## src/rtl/fetch_pkg.sv

```systemverilog
// Shared definitions for the instruction fetch sequencer: state encoding,
// opcode decode constant, timeout default and the Moore output decode.
package fetch_pkg;

    typedef enum logic [2:0] {
        ST_IDLE = 3'd0,
        ST_F1   = 3'd1,
        ST_F2   = 3'd2,
        ST_EXEC = 3'd3,
        ST_ERR  = 3'd4
    } fetch_state_t;

    // Opcode bit that flags a second (address) byte
    localparam int TWO_BYTE_BIT     = 7;
    localparam int MAX_WAIT_DEFAULT = 8;

    typedef struct packed {
        logic       mem_rd_req;
        logic [7:0] mem_addr;
        logic       ir2_rd_en;
        logic       busy;
        logic       err;
    } moore_out_t;

    // Output values that belong to a state; evaluated on the next state so
    // the outputs can be registered without a cycle of lag.
    function automatic moore_out_t moore_outputs(input fetch_state_t st,
                                                 input logic [7:0]   addr,
                                                 input logic         two_byte);
        moore_out_t mo;
        mo.mem_rd_req = (st == ST_F1) || (st == ST_F2);
        mo.mem_addr   = mo.mem_rd_req ? addr : 8'h00;
        mo.ir2_rd_en  = (st == ST_EXEC) && two_byte;
        mo.busy       = (st != ST_IDLE);
        mo.err        = (st == ST_ERR);
        return mo;
    endfunction

endpackage

```

## src/rtl/fetch_sequencer_wait_timer.sv

```systemverilog
// Memory-acknowledge wait counter: clear restarts it, enable counts one
// cycle, expired flags the last permitted wait cycle.
module wait_timer #(
    parameter int MAX_WAIT = 8
) (
    input  logic IR_2_clk,
    input  logic IR_2_rst,
    input  logic clear,
    input  logic enable,
    output logic expired
);

    localparam int CW = (MAX_WAIT > 1) ? $clog2(MAX_WAIT) : 1;
    localparam logic [CW-1:0] LAST = CW'(MAX_WAIT - 1);

    logic [CW-1:0] wait_cnt_reg;

    always_ff @(posedge IR_2_clk or posedge IR_2_rst) begin
        if (IR_2_rst) begin
            wait_cnt_reg <= '0;
        end else if (clear) begin
            wait_cnt_reg <= '0;
        end else if (enable && (wait_cnt_reg != LAST)) begin
            // Saturating: the FSM leaves for ERR once LAST is seen unacked
            wait_cnt_reg <= wait_cnt_reg + CW'(1);
        end
    end

    assign expired = (wait_cnt_reg == LAST);

endmodule

```

## src/rtl/fetch_sequencer.sv

```systemverilog
// One- or two-byte instruction fetch controller: reads the opcode, optionally
// the address byte, hands off to execute and times out on a silent memory.
module fetch_sequencer
    import fetch_pkg::*;
#(
    parameter int MAX_WAIT = MAX_WAIT_DEFAULT
) (
    input  logic       IR_2_clk,
    input  logic       IR_2_rst,
    input  logic       start,
    input  logic [7:0] pc_in,
    output logic       mem_rd_req,
    output logic [7:0] mem_addr,
    input  logic       mem_ack,
    input  logic [7:0] mem_rdata,
    output logic       ir1_wr_en,
    output logic       ir2_wr_en,
    output logic       ir2_rd_en,
    output logic       pc_inc,
    output logic       fetch_done,
    input  logic       exec_done,
    output logic       busy,
    output logic       err,
    input  logic       clear_err
);

    fetch_state_t state_reg, state_next;
    logic [7:0]   addr_q, addr_next;
    logic         two_byte_reg, two_byte_next;
    logic         timer_clear, timer_en, timer_expired;
    moore_out_t   mo_next;

    wait_timer #(
        .MAX_WAIT (MAX_WAIT)
    ) u_wait_timer (
        .IR_2_clk (IR_2_clk),
        .IR_2_rst (IR_2_rst),
        .clear    (timer_clear),
        .enable   (timer_en),
        .expired  (timer_expired)
    );

    always_comb begin
        state_next    = state_reg;
        addr_next     = addr_q;
        two_byte_next = two_byte_reg;
        timer_clear   = 1'b0;
        timer_en      = 1'b0;
        case (state_reg)
            ST_IDLE: begin
                if (start) begin
                    addr_next   = pc_in;
                    timer_clear = 1'b1;
                    state_next  = ST_F1;
                end
            end
            ST_F1: begin
                if (mem_ack) begin
                    two_byte_next = mem_rdata[TWO_BYTE_BIT];
                    if (mem_rdata[TWO_BYTE_BIT]) begin
                        addr_next   = addr_q + 8'd1;
                        timer_clear = 1'b1;
                        state_next  = ST_F2;
                    end else begin
                        state_next  = ST_EXEC;
                    end
                end else if (timer_expired) begin
                    state_next = ST_ERR;
                end else begin
                    timer_en = 1'b1;
                end
            end
            ST_F2: begin
                // An acknowledge on the last wait cycle still completes
                if (mem_ack) begin
                    state_next = ST_EXEC;
                end else if (timer_expired) begin
                    state_next = ST_ERR;
                end else begin
                    timer_en = 1'b1;
                end
            end
            ST_EXEC: begin
                if (exec_done) begin
                    state_next = ST_IDLE;
                end
            end
            ST_ERR: begin
                if (clear_err) begin
                    two_byte_next = 1'b0;
                    state_next    = ST_IDLE;
                end
            end
            default: begin
                state_next = ST_IDLE;
            end
        endcase
    end

    assign mo_next = moore_outputs(state_next, addr_next, two_byte_next);

    always_ff @(posedge IR_2_clk or posedge IR_2_rst) begin
        if (IR_2_rst) begin
            state_reg    <= ST_IDLE;
            addr_q       <= 8'h00;
            two_byte_reg <= 1'b0;
            mem_rd_req   <= 1'b0;
            mem_addr     <= 8'h00;
            ir2_rd_en    <= 1'b0;
            busy         <= 1'b0;
            err          <= 1'b0;
            fetch_done   <= 1'b0;
        end else begin
            state_reg    <= state_next;
            addr_q       <= addr_next;
            two_byte_reg <= two_byte_next;
            mem_rd_req   <= mo_next.mem_rd_req;
            mem_addr     <= mo_next.mem_addr;
            ir2_rd_en    <= mo_next.ir2_rd_en;
            busy         <= mo_next.busy;
            err          <= mo_next.err;
            fetch_done   <= (state_next == ST_EXEC) && (state_reg != ST_EXEC);
        end
    end

    // Byte-capture strobes respond to mem_ack in the same cycle
    assign ir1_wr_en = (state_reg == ST_F1) && mem_ack;
    assign ir2_wr_en = (state_reg == ST_F2) && mem_ack;
    assign pc_inc    = ir1_wr_en || ir2_wr_en;

endmodule

```

## config.mk

```make
export PLATFORM = sky130hd
export DESIGN_NAME = fetch_sequencer
export DESIGN_NICKNAME = d
export VERILOG_FILES = /design/src/rtl/fetch_pkg.sv /design/src/rtl/fetch_sequencer_wait_timer.sv /design/src/rtl/fetch_sequencer.sv
export SDC_FILE = /design/constraint.sdc
export NUM_CORES = 1
export LEC_CHECK = 0
export CAP_MARGIN = 10
export CORE_MARGIN = 2
export CORE_UTILIZATION = 40
export CTS_CLUSTER_SIZE = 24
export DETAILED_ROUTE_END_ITERATION = 7
export PLACE_DENSITY = 0.67
export SLEW_MARGIN = 40
export SYNTH_ARGS = -nofsm -noshare
export SYNTH_HDL_FRONTEND = slang
export SYNTH_SLANG_ARGS = --single-unit
```

## constraint.sdc

```tcl
create_clock -name IR_2_clk -period 5.75 [get_ports IR_2_clk]
set_clock_uncertainty 0.2 [all_clocks]
set_input_delay 0.8625 -clock IR_2_clk [delete_from_list [all_inputs] [get_ports IR_2_clk]]
set_output_delay 0.8625 -clock IR_2_clk [all_outputs]
set_load 0.03 [all_outputs]
```

# Word level (Yosys, flattened, before mapping)
# Cells that the tools add are included.
dict set report word_totals {
  ff_bits 28
  input_bits 22
  output_inout_bits 16
  wordCells 59
}
dict set report classes {
  add_sub_neg 2
  n_eq_ne 11
  mux 25
  n_reduce_logical 11
}
# operator count
set op_table {}
lappend op_table {{2-to-1 mux 8 bit} 4}
lappend op_table {{2-to-1 mux 3 bit} 8}
lappend op_table {{case mux 8 bit (2 select lines)} 1}
lappend op_table {{case mux 3 bit (5 select lines)} 1}
lappend op_table {{== test 3 x 2 -> 1 bit, second input constant} 4}
lappend op_table {{== test 3 bit, second input constant} 3}
lappend op_table {{2-to-1 mux 1 bit} 9}
lappend op_table {{adder 8 x 1 -> 8 bit, second input constant} 1}
lappend op_table {{== test 3 x 1 -> 1 bit, second input constant} 2}
lappend op_table {{logical AND 1 bit} 5}
lappend op_table {{case mux 1 bit (2 select lines)} 2}
lappend op_table {{adder 3 x 1 -> 3 bit, second input constant} 1}
lappend op_table {{logical NOT 3 bit} 1}
lappend op_table {{!= test 3 x 2 -> 1 bit, second input constant} 1}
lappend op_table {{!= test 3 bit, second input constant} 1}
lappend op_table {{nonzero test 3 bit} 1}
lappend op_table {{logical OR 1 bit} 2}
lappend op_table {{nonzero test 2 bit} 1}
lappend op_table {{OR reduction 2 bit} 1}

# Depth between registers and ports, before layout
# Gate-level depths: netlist of the first run.
dict set report logic_depth {
  ltp_word 7
  mapped_depth 7
  ltp_nobuf 6
}

# Modules after synthesis
# A second synthesis of the first run with hierarchy kept.
dict set report hier_totals {
  cells_unflattened 161
  area_unflattened_um2 1645.3
}
# module instances cells_per_inst area_per_inst_um2 seq_area_each_um2
set by_module_without_submodules {}
lappend by_module_without_submodules {fetch_sequencer 1 145 1457.6 625.6}
lappend by_module_without_submodules {wait_timer 1 16 187.7 75.1}

# Worst setup path after synthesis of the first run
# Ideal clock, no wire load.
dict set report synth_path {
  kind {input-to-output}
  from {in mem_ack}
  to {out ir2_wr_en}
  arrival_time_ns 1.512
  required_ns 4.688
  setup_slack_ns 3.176
  path_stages 3
  cell_sequence {buf_2 -> nand2b_1 -> nor2_1}
}
dict set report synth_via {
  elab_chain_cells 1
}
# item line
set synth_lines {}
lappend synth_lines {{start: declaration} fetch_sequencer.sv:14} ;# input logic mem_ack,
lappend synth_lines {{logical AND 1 bit} fetch_sequencer.sv:128} ;# assign ir2_wr_en = (state_reg == ST_F2) && mem_ack;
lappend synth_lines {{end: declaration} fetch_sequencer.sv:17} ;# output logic ir2_wr_en,
# Every way passes these cells.

# Worst setup path after layout of the first run
dict set report layout_path {
  from {in mem_ack}
  to {out ir1_wr_en}
}
dict set report layout_via {
  elab_chain_cells 1
}
# item line
set layout_lines {}
lappend layout_lines {{logical AND 1 bit} fetch_sequencer.sv:127} ;# assign ir1_wr_en = (state_reg == ST_F1) && mem_ack;
lappend layout_lines {{end: declaration} fetch_sequencer.sv:16} ;# output logic ir1_wr_en,
# Every way passes these cells.

==> results of run 1 <==
==> area by class of cell <==
class                           count  share of cell area
Clock buffer                        3              0.0224
Sequential cell                    28               0.380
Timing Repair Buffer               30               0.163
Tap cell                           48              0.0326
Inverter                            4             0.00814
Multi-Input combinational cell    106               0.394
==> power by group <==
part | total (W) | switching (W) | internal, W | leakage (nW)
sequential | 0.000347 | 0.0000815 | 0.000266 | 0.360
combinational | 0.000432 | 0.000242 | 0.000191 | 0.410
clock | 0.000102 | 0.0000548 | 0.0000469 | 0.0216
total | 0.000881 | 0.000378 | 0.000504 | 0.792
==> synth_stat cells, types with 4 or more instances <==
master | instances | area (µm²)
dfrtp_1 | 28 | 701
nand2_1 | 12 | 45.0
nor2_1 | 8 | 30.0
o21ai_0 | 6 | 30.0
nand2b_1 | 5 | 31.3
nand3_1 | 5 | 25.0
a21oi_1 | 4 | 20.0
a22oi_1 | 4 | 30.0
buf_2 | 4 | 20.0
inv_1 | 4 | 15.0
nand4_1 | 4 | 25.0
==> final timing paths <==
path | start | endpoint | cells past startpoint
worst max register to register | state_reg[0] | mem_addr[5] | 4
max in group asynchronous | IR_2_rst | addr_q[1] | 2
worst max-delay path | mem_ack | ir1_wr_en | 3
min in group asynchronous | IR_2_rst | addr_q[7] | 2
worst min-delay path | two_byte_reg | two_byte_reg | 1
worst min register to register | two_byte_reg | two_byte_reg | 1
==> worst reg2reg max path: cells and delay by family (launching register included) <==
| kind | cells | cell delay (ps) |
|---|---|---|
| and+or+nand+nor | 1 | 290 |
| DFF | 1 | 650 |
| AOI/OAI and AO/OA | 3 | 1090 |
==> cell families (layout without fill, tap and decap cells) <==
logic type	after synthesis	count (layout)	synth area share
compound gates	41	41	0.199
xor+xnor	2	2	0.0116
fa+ha+maj	3	3	0.0249
buf+inv	14	37	0.0531
flops	28	28	0.465
mux	3	3	0.0207
simple gates	57	57	0.226
==> stage by stage <==
step / total power [W] / hold slack, ps
after floorplan: 0.000662 / 258
after global placement: 0.000771 / 292
after detailed placement: 0.000785 / 289
after CTS: 0.000890 / 314
final: 0.000881 / 316
after global routing: 0.000953 / 336
==> routing by layer <==
metal,wire length (µm),up-vias
met5,0,-
met3,192,2
met1,1510,594
met2,1570,44
met4,17,0
li1,-,599
==> summary.md, run 1 <==
| Metric | Value |
|---|---|
| Run status | `completed` |
| GP Congestion | `a little over 0.8` |
| Post-synthesis sequential area ratio | `0.465` |
| Area occupied by multi-input gates | `727 µm²` |
| Synthesized area | `1510 µm²` |
| Worst-skew pair later-pin latency | `270 ps` |
| Yosys Warn Count | `0` |
| FILL cells | `~340` |
| CP endpoint kind | `output port` |
| # diodes | `0` |
| Worst setup SP type | `primary input` |
| Final layout net count | `198` |
| TritonCTS buffer count | `3` |
| Wirelength per Cell | `15.0 µm` |
| Total Neg Setup Slack | `0 ps` |
| Power per cell area | `around 480 nW/µm²` |
| Global routing usage on met3 | `0.0223` |
| Setup CP Type | `primary input to output port` |
| Max-slew violations | `0` |
| Hold buffer count at cts | `0` |
| Clock root buffer | `clkbuf_8` |
| Initial DRC count | `44` |
| Worst EP required | `4690 ps` |
| Vias in the first global route | `~1200` |
| Antenna Nets Post-Route | `0` |
| CP max stage delay | `730 ps` |
| Post-Synthesis Mean Instance Area | `10.2 µm²` |
| Biggest regs | `addr_q (8), mem_addr (8)` |
| CTS Sinks | `28` |
| Reg2Reg Setup Slack | `roughly 3400 ps` |
| CTS tree | `built` |
| Top_reg_cell synth | `dfrtp_1` |
| DP HPWL | `2340 µm` |
| Finished Core Util | `0.508` |
| Hold Crit Class | `register to register` |
| Max_cap viols | `0` |
| CP Max Fanout | `14` |
| Commonest cells after routing, fill and taps aside | `30 x clkdlybuf4s50_1, 28 x dfrtp_1, 12 x nand2_1, 8 x nor2_1, 6 x o21ai_0` |
| Clock buffer depth | `2` |
| Worst slew pin tran | `783 ps` |
| Syn_nets | `173` |
| Area Growth Syn to Fin | `22.3%` |
| Starting Density | `0.415` |
| # rows | `22` |
| Post-route cell area | `1840 µm²` |
| Most common cell after layout, fill and taps aside | `clkdlybuf4s50_1` |
| Buf/Inv on CP | `2` |
| Die height | `65.4 µm` |
| Layout cells sized above 1 | `0.0526` |
| Global-route wire length before repair | `5510 µm` |
| Input/output buffers | `30` |
| Max VDD drop | `around 0.00019 V` |
| Vias | `1239` |
| CP top delay family | `buffers and inverters` |
| Fraction of registers with async set/reset | `1.00` |
| CP cell instances | `clkdlybuf4s50_1, and4bb_1, clkdlybuf4s50_1` |
| Crit path DAT | `2680 ps` |
| Post-Route WL | `3290 µm` |
| Finished Layout Cells | `between 200 and 250` |
| Max Clk Rate | `roughly 270 MHz` |
| Grt peak-use layer | `met2` |
| Post-place setup slack | `2040 ps` |
| Met1 track demand over resource | `0.224` |
| Post-CTS Resized | `0` |
| Final WS setup | `2000 ps` |
| Register area | `about 700 µm²` |
| Count of final setup violators | `0` |
| Area of the core | `3630 µm²` |
| Die area | `4280 µm²` |
| GR Layer Usage met2 | `0.278` |
| Post-DP Area | `around 1800 µm²` |
| Slew margin rel. | `0.474` |
| Postcts setup bufs | `0` |
| CTS clk-pin slew, worst paths | `90 ps` |
| GRT Total Usage | `0.166` |
| DR pass1 iterations | `4` |
| Min cycle time layout | `3750 ps` |
| Worst path slowest cell | `clkdlybuf4s50_1` |
| Vias per cell | `5.66` |
| Dpl cells | `around 220` |
| Static leakage | `0.792 nW` |
| Fin crit share | `0.652` |
| Synth unique cells | `50` |
| Largest net degree at the start of global routing | `29` |
| #FFs+latches synth | `28` |
| DRC viols | `0` |
| Die Wd | `65.4 µm` |
| Number of flops mapped to enable cells by yosys | `0` |
| Gate Count Post-Synth | `around 150` |
| Hold Vio Cnt, Final | `0` |
| RSZ-0062 raised after global routing | `no` |
| Initial antenna violation count | `0` |
| Total grt overflow | `0` |
| Num ports | `38` |
| H-tree depth | `1` |
| Crit path top cell by count | `clkdlybuf4s50_1` |
No activity file was read; power rests on OpenSTA's default activity.
==> inputs of run 2 (changes only) <==
PLACE_DENSITY = 0.7   (was 0.67)
clock period = 3.4 ns   (was 5.75 ns; I/O delays follow)
==> summary.md, run 2 (synthesis gave the netlist of run 1 again) <==
| Metric | Value |
|---|---|
| Most common cell after layout, fill and taps aside | `clkdlybuf4s50_1 (unchanged)` |
| Psw | `0.000641 W (was 0.000378 W)` |
| Power per cell area | `806 nW/µm² (was 478 nW/µm²)` |
| Clock buffer depth | `2 (unchanged)` |
| # rows | `22 (unchanged)` |
| WL met1 | `1590 µm (was 1510 µm)` |
| Crit. Startpoint | `state_reg[0] (was mem_ack)` |
| Setup CP Type | `register to output port (was primary input to output port)` |
| Combinational share of power | `0.495 (was 0.491)` |
| Post-CTS Resized | `0 (unchanged)` |
| GRT Total Usage | `0.164 (was 0.166)` |
| Worst setup SP type | `register (was primary input)` |
| Cell internal pwr | `0.000863 W (was 0.000504 W)` |
| Met2 Wirelength | `1520 µm (was 1570 µm)` |
| H-tree depth | `1 (unchanged)` |
| Biggest regs | `addr_q (8), mem_addr (8) (unchanged)` |
| Crit Reg-Reg Startpoint | `state_reg[0] (unchanged)` |
| Vias | `1247 (was 1239)` |
| Final layout net count | `201 (was 198)` |
| Crit path DAT | `2210 ps (was 2680 ps)` |
| Vias per cell | `5.62 (was 5.66)` |
| Static leakage | `0.807 nW (was 0.792 nW)` |
| Area Growth Syn to Fin | `23.8% (was 22.3%)` |
| Vias in the first global route | `1131 (was 1231)` |
| Total grt overflow | `0 (unchanged)` |
| Num ports | `38 (unchanged)` |
| Worst EP required | `2690 ps (was 4690 ps)` |
| Hold Vio Cnt, Final | `0 (unchanged)` |
| Hold Crit Class | `register to register (unchanged)` |
| Starting Density | `0.415 (unchanged)` |
| Fin crit share | `0.860` |
| TritonCTS buffer count | `3 (unchanged)` |
| Initial DRC count | `87 (was 44)` |
| Worst slew pin tran | `714 ps (was 783 ps)` |
| Input/output buffers | `30 (unchanged)` |
| Wirelength per Cell | `14.6 µm (was 15.0 µm)` |
| Slew margin rel. | `0.524 (was 0.474)` |
| Final WS setup | `477 ps (was 2000 ps)` |
| Clock network power share | `0.116 (was 0.115)` |
| Worst-skew pair later-pin latency | `270 ps (about the same)` |
| Metal3 WL | `91 µm (was 192 µm)` |
| Total Neg Setup Slack | `0 ps (unchanged)` |
| Reg power frac | `0.389 (was 0.394)` |
| Initial antenna violation count | `0 (unchanged)` |
| Hold buffer count at cts | `0 (unchanged)` |
| Max VDD drop | `0.000255 V (was 0.000188 V)` |
| RSZ-0062 raised after global routing | `no (unchanged)` |
| Commonest cells after routing, fill and taps aside | `30 x clkdlybuf4s50_1, 28 x dfrtp_1, 12 x nand2_1, 8 x nor2_1, 6 x o21ai_0 (unchanged)` |
| Die area | `4280 µm² (unchanged)` |
| Count of final setup violators | `0 (unchanged)` |
| CTS Sinks | `28 (unchanged)` |
| Global-route wire length before repair | `5380 µm (was 5510 µm)` |
| Max-slew violations | `0 (unchanged)` |
| Switching Share | `0.426 (was 0.429)` |
| Run status | `completed (unchanged)` |
| Min cycle time layout | `about 2900 ps` |
| Post-Route WL | `3250 µm (was 3290 µm)` |
| Layout cells sized above 1 | `0.0632 (was 0.0526)` |
| Max_cap viols | `0 (unchanged)` |
| # diodes | `0 (unchanged)` |
| DRC viols | `0 (unchanged)` |
| CP endpoint kind | `output port (unchanged)` |
| Die Wd | `65.4 µm (unchanged)` |
| CTS tree | `built (unchanged)` |
| Reg2Reg Setup Slack | `1150 ps (was 3360 ps)` |
| Largest net degree at the start of global routing | `29 (unchanged)` |
| Uppermost routed layer | `met4 (unchanged)` |
| GP Congestion | `0.825 (was 0.813)` |
| Area of the core | `3630 µm² (unchanged)` |
| Antenna Nets Post-Route | `0 (unchanged)` |
| Die height | `65.4 µm (unchanged)` |
| Post-place setup slack | `671 ps (was 2040 ps)` |
| Max Clk Rate | `342 MHz` |
| CP Max Fanout | `24 (was 14)` |
| DR pass1 iterations | `4 (unchanged)` |
| End of the critical path | `ir1_wr_en (unchanged)` |
| Reg2Reg Depth | `4 (unchanged)` |
| Reg2reg end | `mem_addr[4] (was mem_addr[5])` |
| CTS clk-pin slew, worst paths | `90 ps (about the same)` |
| Postcts setup bufs | `0 (unchanged)` |
| DP HPWL | `2240 µm (was 2340 µm)` |
| Clock root buffer | `clkbuf_8 (unchanged)` |
-- run 2: worst min-delay path by stage --
stage,from,end,slack [ps],depth (start not counted)
after floorplan,two_byte_reg,two_byte_reg,260,1
after global placement,two_byte_reg,two_byte_reg,280,1
after detailed placement,two_byte_reg,two_byte_reg,290,1
after CTS,two_byte_reg,two_byte_reg,310,1
after global routing,two_byte_reg,two_byte_reg,350,1
final,two_byte_reg,two_byte_reg,310,1
-- run 2: worst max-delay path, stage by stage (launching register included) --
cell             delay (ps)
dfrtp_1                 810
and4bb_1                420
clkdlybuf4s50_1         710
-- run 2: final cells by class --
| cell class | instances | area [µm²] |
|---|---|---|
| multi-input cells | 106 | 727 |
| clock buffers | 3 | 41.3 |
| fillers | 338 | 1770 |
| inverters | 4 | 15.0 |
| flip-flops and latches | 28 | 701 |
| well taps | 48 | 60.1 |
| repair buffers | 33 | 323 |
-- run 2: power groups by stage --
stage | registers, W | clock network [W] | logic, W
after floorplan | 0.000608 | 0 | 0.000512
after CTS | 0.000583 | 0.000181 | 0.000752
final | 0.000585 | 0.000174 | 0.000745
after global routing | 0.000605 | 0.000201 | 0.000822
after detailed placement | 0.000589 | 0 | 0.000744
after global placement | 0.000581 | 0 | 0.000729
-- run 2: stage by stage --
step                      power (W)  utilization  hold WS (ps)  instances  cell area [µm²]
after floorplan             0.00112            -           258        148             1510
final                       0.00150        0.514           311        222             1870
after global routing        0.00163        0.514           351        222             1870
after detailed placement    0.00133        0.502           289        219             1830
after CTS                   0.00151        0.514           310        222             1870
after global placement      0.00131        0.502           284        219             1830
-- run 2: metal layers --
metal / GRT usage / vias to the layer above
li1: - / 606
met1: 0.238 / 610
met2: 0.240 / 27
met3: 0.0274 / 4
met4: 0.0729 / 0
met5: 0 / -
==> inputs of run 3 (changes only) <==
CORE_UTILIZATION = 44   (was 40)
PLACE_DENSITY = 0.76   (was 0.7)
==> summary.md, run 3 (synthesis gave the netlist of run 1 again) <==
| Metric | Value |
|---|---|
| Layout cells sized above 1 | `0.0739 (was 0.0632)` |
| Global-route wire length before repair | `5840 µm (was 5380 µm)` |
| Hold buffer count at cts | `0 (unchanged)` |
| Final layout net count | `202 (was 201)` |
| Most common cell after layout, fill and taps aside | `clkdlybuf4s50_1 (unchanged)` |
| CTS clk-pin slew, worst paths | `150 ps (was 90 ps)` |
| DRC viols | `0 (unchanged)` |
| # diodes | `0 (unchanged)` |
| Vias in the first global route | `1283 (was 1131)` |
| Max Clk Rate | `351 MHz (was 342 MHz)` |
| CP Max Fanout | `18 (was 24)` |
| Finished Core Util | `0.564 (was 0.514)` |
| Initial DRC count | `81 (was 87)` |
| Clock buffer depth | `2 (unchanged)` |
| Psw | `0.000652 W (was 0.000641 W)` |
| CP top delay family | `buffers and inverters (was flip-flops)` |
| Slew margin rel. | `0.555 (was 0.524)` |
| Crit path DAT | `2140 ps (was 2210 ps)` |
| Vias | `1275 (was 1247)` |
| GRT Total Usage | `0.184 (was 0.164)` |
| Initial antenna violation count | `0 (unchanged)` |
| Reg power frac | `0.375 (was 0.389)` |
| Min cycle time layout | `2850 ps (was 2920 ps)` |
| RSZ-0062 raised after global routing | `no (unchanged)` |
| Clock root buffer | `clkbuf_4 (was clkbuf_8)` |
| Postcts setup bufs | `0 (unchanged)` |
| GP Congestion | `0.851 (was 0.825)` |
| Cell internal pwr | `0.000856 W (was 0.000863 W)` |
| CP cell instances | `and4bb_1, clkdlybuf4s50_1 (unchanged)` |
| DR pass1 iterations | `4 (unchanged)` |
| Count of final setup violators | `0 (unchanged)` |
| Setup CP Type | `register to output port (unchanged)` |
| Clock network power share | `0.108 (was 0.116)` |
| TritonCTS buffer count | `3 (unchanged)` |
| CTS Sinks | `28 (unchanged)` |
| Max_cap viols | `0 (unchanged)` |
| Antenna Nets Post-Route | `0 (unchanged)` |
| Worst EP required | `2690 ps (about the same)` |
| CP endpoint kind | `output port (unchanged)` |
| Post-CTS Resized | `0 (unchanged)` |
| Starting Density | `0.455 (was 0.415)` |
| Post-route cell area | `1870 µm² (unchanged)` |
| Area of the core | `3310 µm² (was 3630 µm²)` |
| Max-slew violations | `0 (unchanged)` |
| Largest net degree at the start of global routing | `29 (unchanged)` |
| Hold Crit Class | `primary input to async pin (was register to register)` |
| Post-DP Area | `1830 µm² (about the same)` |
| CTS tree | `built (unchanged)` |
| Total grt overflow | `0 (unchanged)` |
| Die Wd | `62.5 µm (was 65.4 µm)` |
| Hold Vio Cnt, Final | `0 (unchanged)` |
| Area Growth Syn to Fin | `23.8% (unchanged)` |
| Commonest cells after routing, fill and taps aside | `30 x clkdlybuf4s50_1, 28 x dfrtp_1, 12 x nand2_1, 8 x nor2_1, 6 x o21ai_0 (unchanged)` |
| Die area | `3910 µm² (was 4280 µm²)` |
| Pwr Total | `0.00151 W (was 0.00150 W)` |
| Die height | `62.5 µm (was 65.4 µm)` |
| Num ports | `38 (unchanged)` |
| Max VDD drop | `0.000381 V (was 0.000255 V)` |
| DP HPWL | `2280 µm (was 2240 µm)` |
| Wirelength per Cell | `14.4 µm (was 14.6 µm)` |
| Input/output buffers | `30 (unchanged)` |
| Total Neg Setup Slack | `0 ps (unchanged)` |
| Switching Share | `0.432 (was 0.426)` |
| Fin crit share | `0.838 (was 0.860)` |
| Biggest regs | `addr_q (8), mem_addr (8) (unchanged)` |
| Static leakage | `0.811 nW (was 0.807 nW)` |
| CP max stage delay | `710 ps (was 810 ps)` |
| # rows | `21 (was 22)` |
| Buf/Inv on CP | `1 (unchanged)` |
| Worst slew pin tran | `665 ps (was 714 ps)` |
| Power per cell area | `808 nW/µm² (was 806 nW/µm²)` |
| Combinational share of power | `0.517 (was 0.495)` |
| Post-Route WL | `3210 µm (was 3250 µm)` |
| Worst-skew pair later-pin latency | `330 ps (was 270 ps)` |
| Hold WS | `313 ps (was 311 ps)` |
| Worst setup SP type | `register (unchanged)` |
| Vias per cell | `5.74 (was 5.62)` |
| H-tree depth | `1 (unchanged)` |
| Run status | `completed (unchanged)` |
| Worst path slowest cell | `clkdlybuf4s50_1 (was dfrtp_1)` |
## run 3: final timing paths
| path | start | to | slack [ps] | depth (start not counted) |
|---|---|---|---|---|
| max in group asynchronous | IR_2_rst | addr_q[4] | 2420 | 3 |
| worst min register to register | two_byte_reg | two_byte_reg | 330 | 1 |
| min in group IR_2_clk | two_byte_reg | two_byte_reg | 330 | 1 |
| worst min-delay path | IR_2_rst | busy | 310 | 3 |
| worst max register to register | u_wait_timer.wait_cnt_reg[0] | mem_addr[5] | 1150 | 6 |
| worst max-delay path | state_reg[2] | ir1_wr_en | 550 | 2 |
## run 3: final cells by class
cell class,count,area (µm²)
tap,46,57.6
fill,319,1440
timing repair buffer,34,330
clock buffer,4,36.3
multi-input combinational,106,727
sequential,28,701
inverter,4,15.0
## run 3: power groups by stage
stage,combinational (W),sequential (W),clock (W)
6_report,0.000780,0.000565,0.000163
5_1_grt,0.000853,0.000588,0.000183
4_1_cts,0.000781,0.000564,0.000168
3_5_place_dp,0.000776,0.000571,0
3_3_place_gp,0.000758,0.000560,0
2_1_floorplan,0.000512,0.000608,0
## run 3: per-layer routing
layer | routed length (µm) | share of wire | track usage
met1 | 1480 | 0.46 | 0.253
met2 | 1500 | 0.47 | 0.281
met3 | 169 | 0.053 | 0.0288
met4 | 53 | 0.017 | 0.0972
met5 | 0 | 0 | 0
## run 3: per-stage QoR
stage / worst slack [ps] / std cells
floorplan: 1440 / 148
CTS: 561 / 222
finish: 550 / 222
detailed placement: 649 / 218
global route: 424 / 222
global placement: 670 / 218
## run 3: worst reg2reg max path, stage by stage, from the launching register on
cell	delay, ps
dfrtp_1	400
ha_1	160
ha_1	170
nand2b_1	140
o211a_2	320
or3_1	550
a22oi_1	240
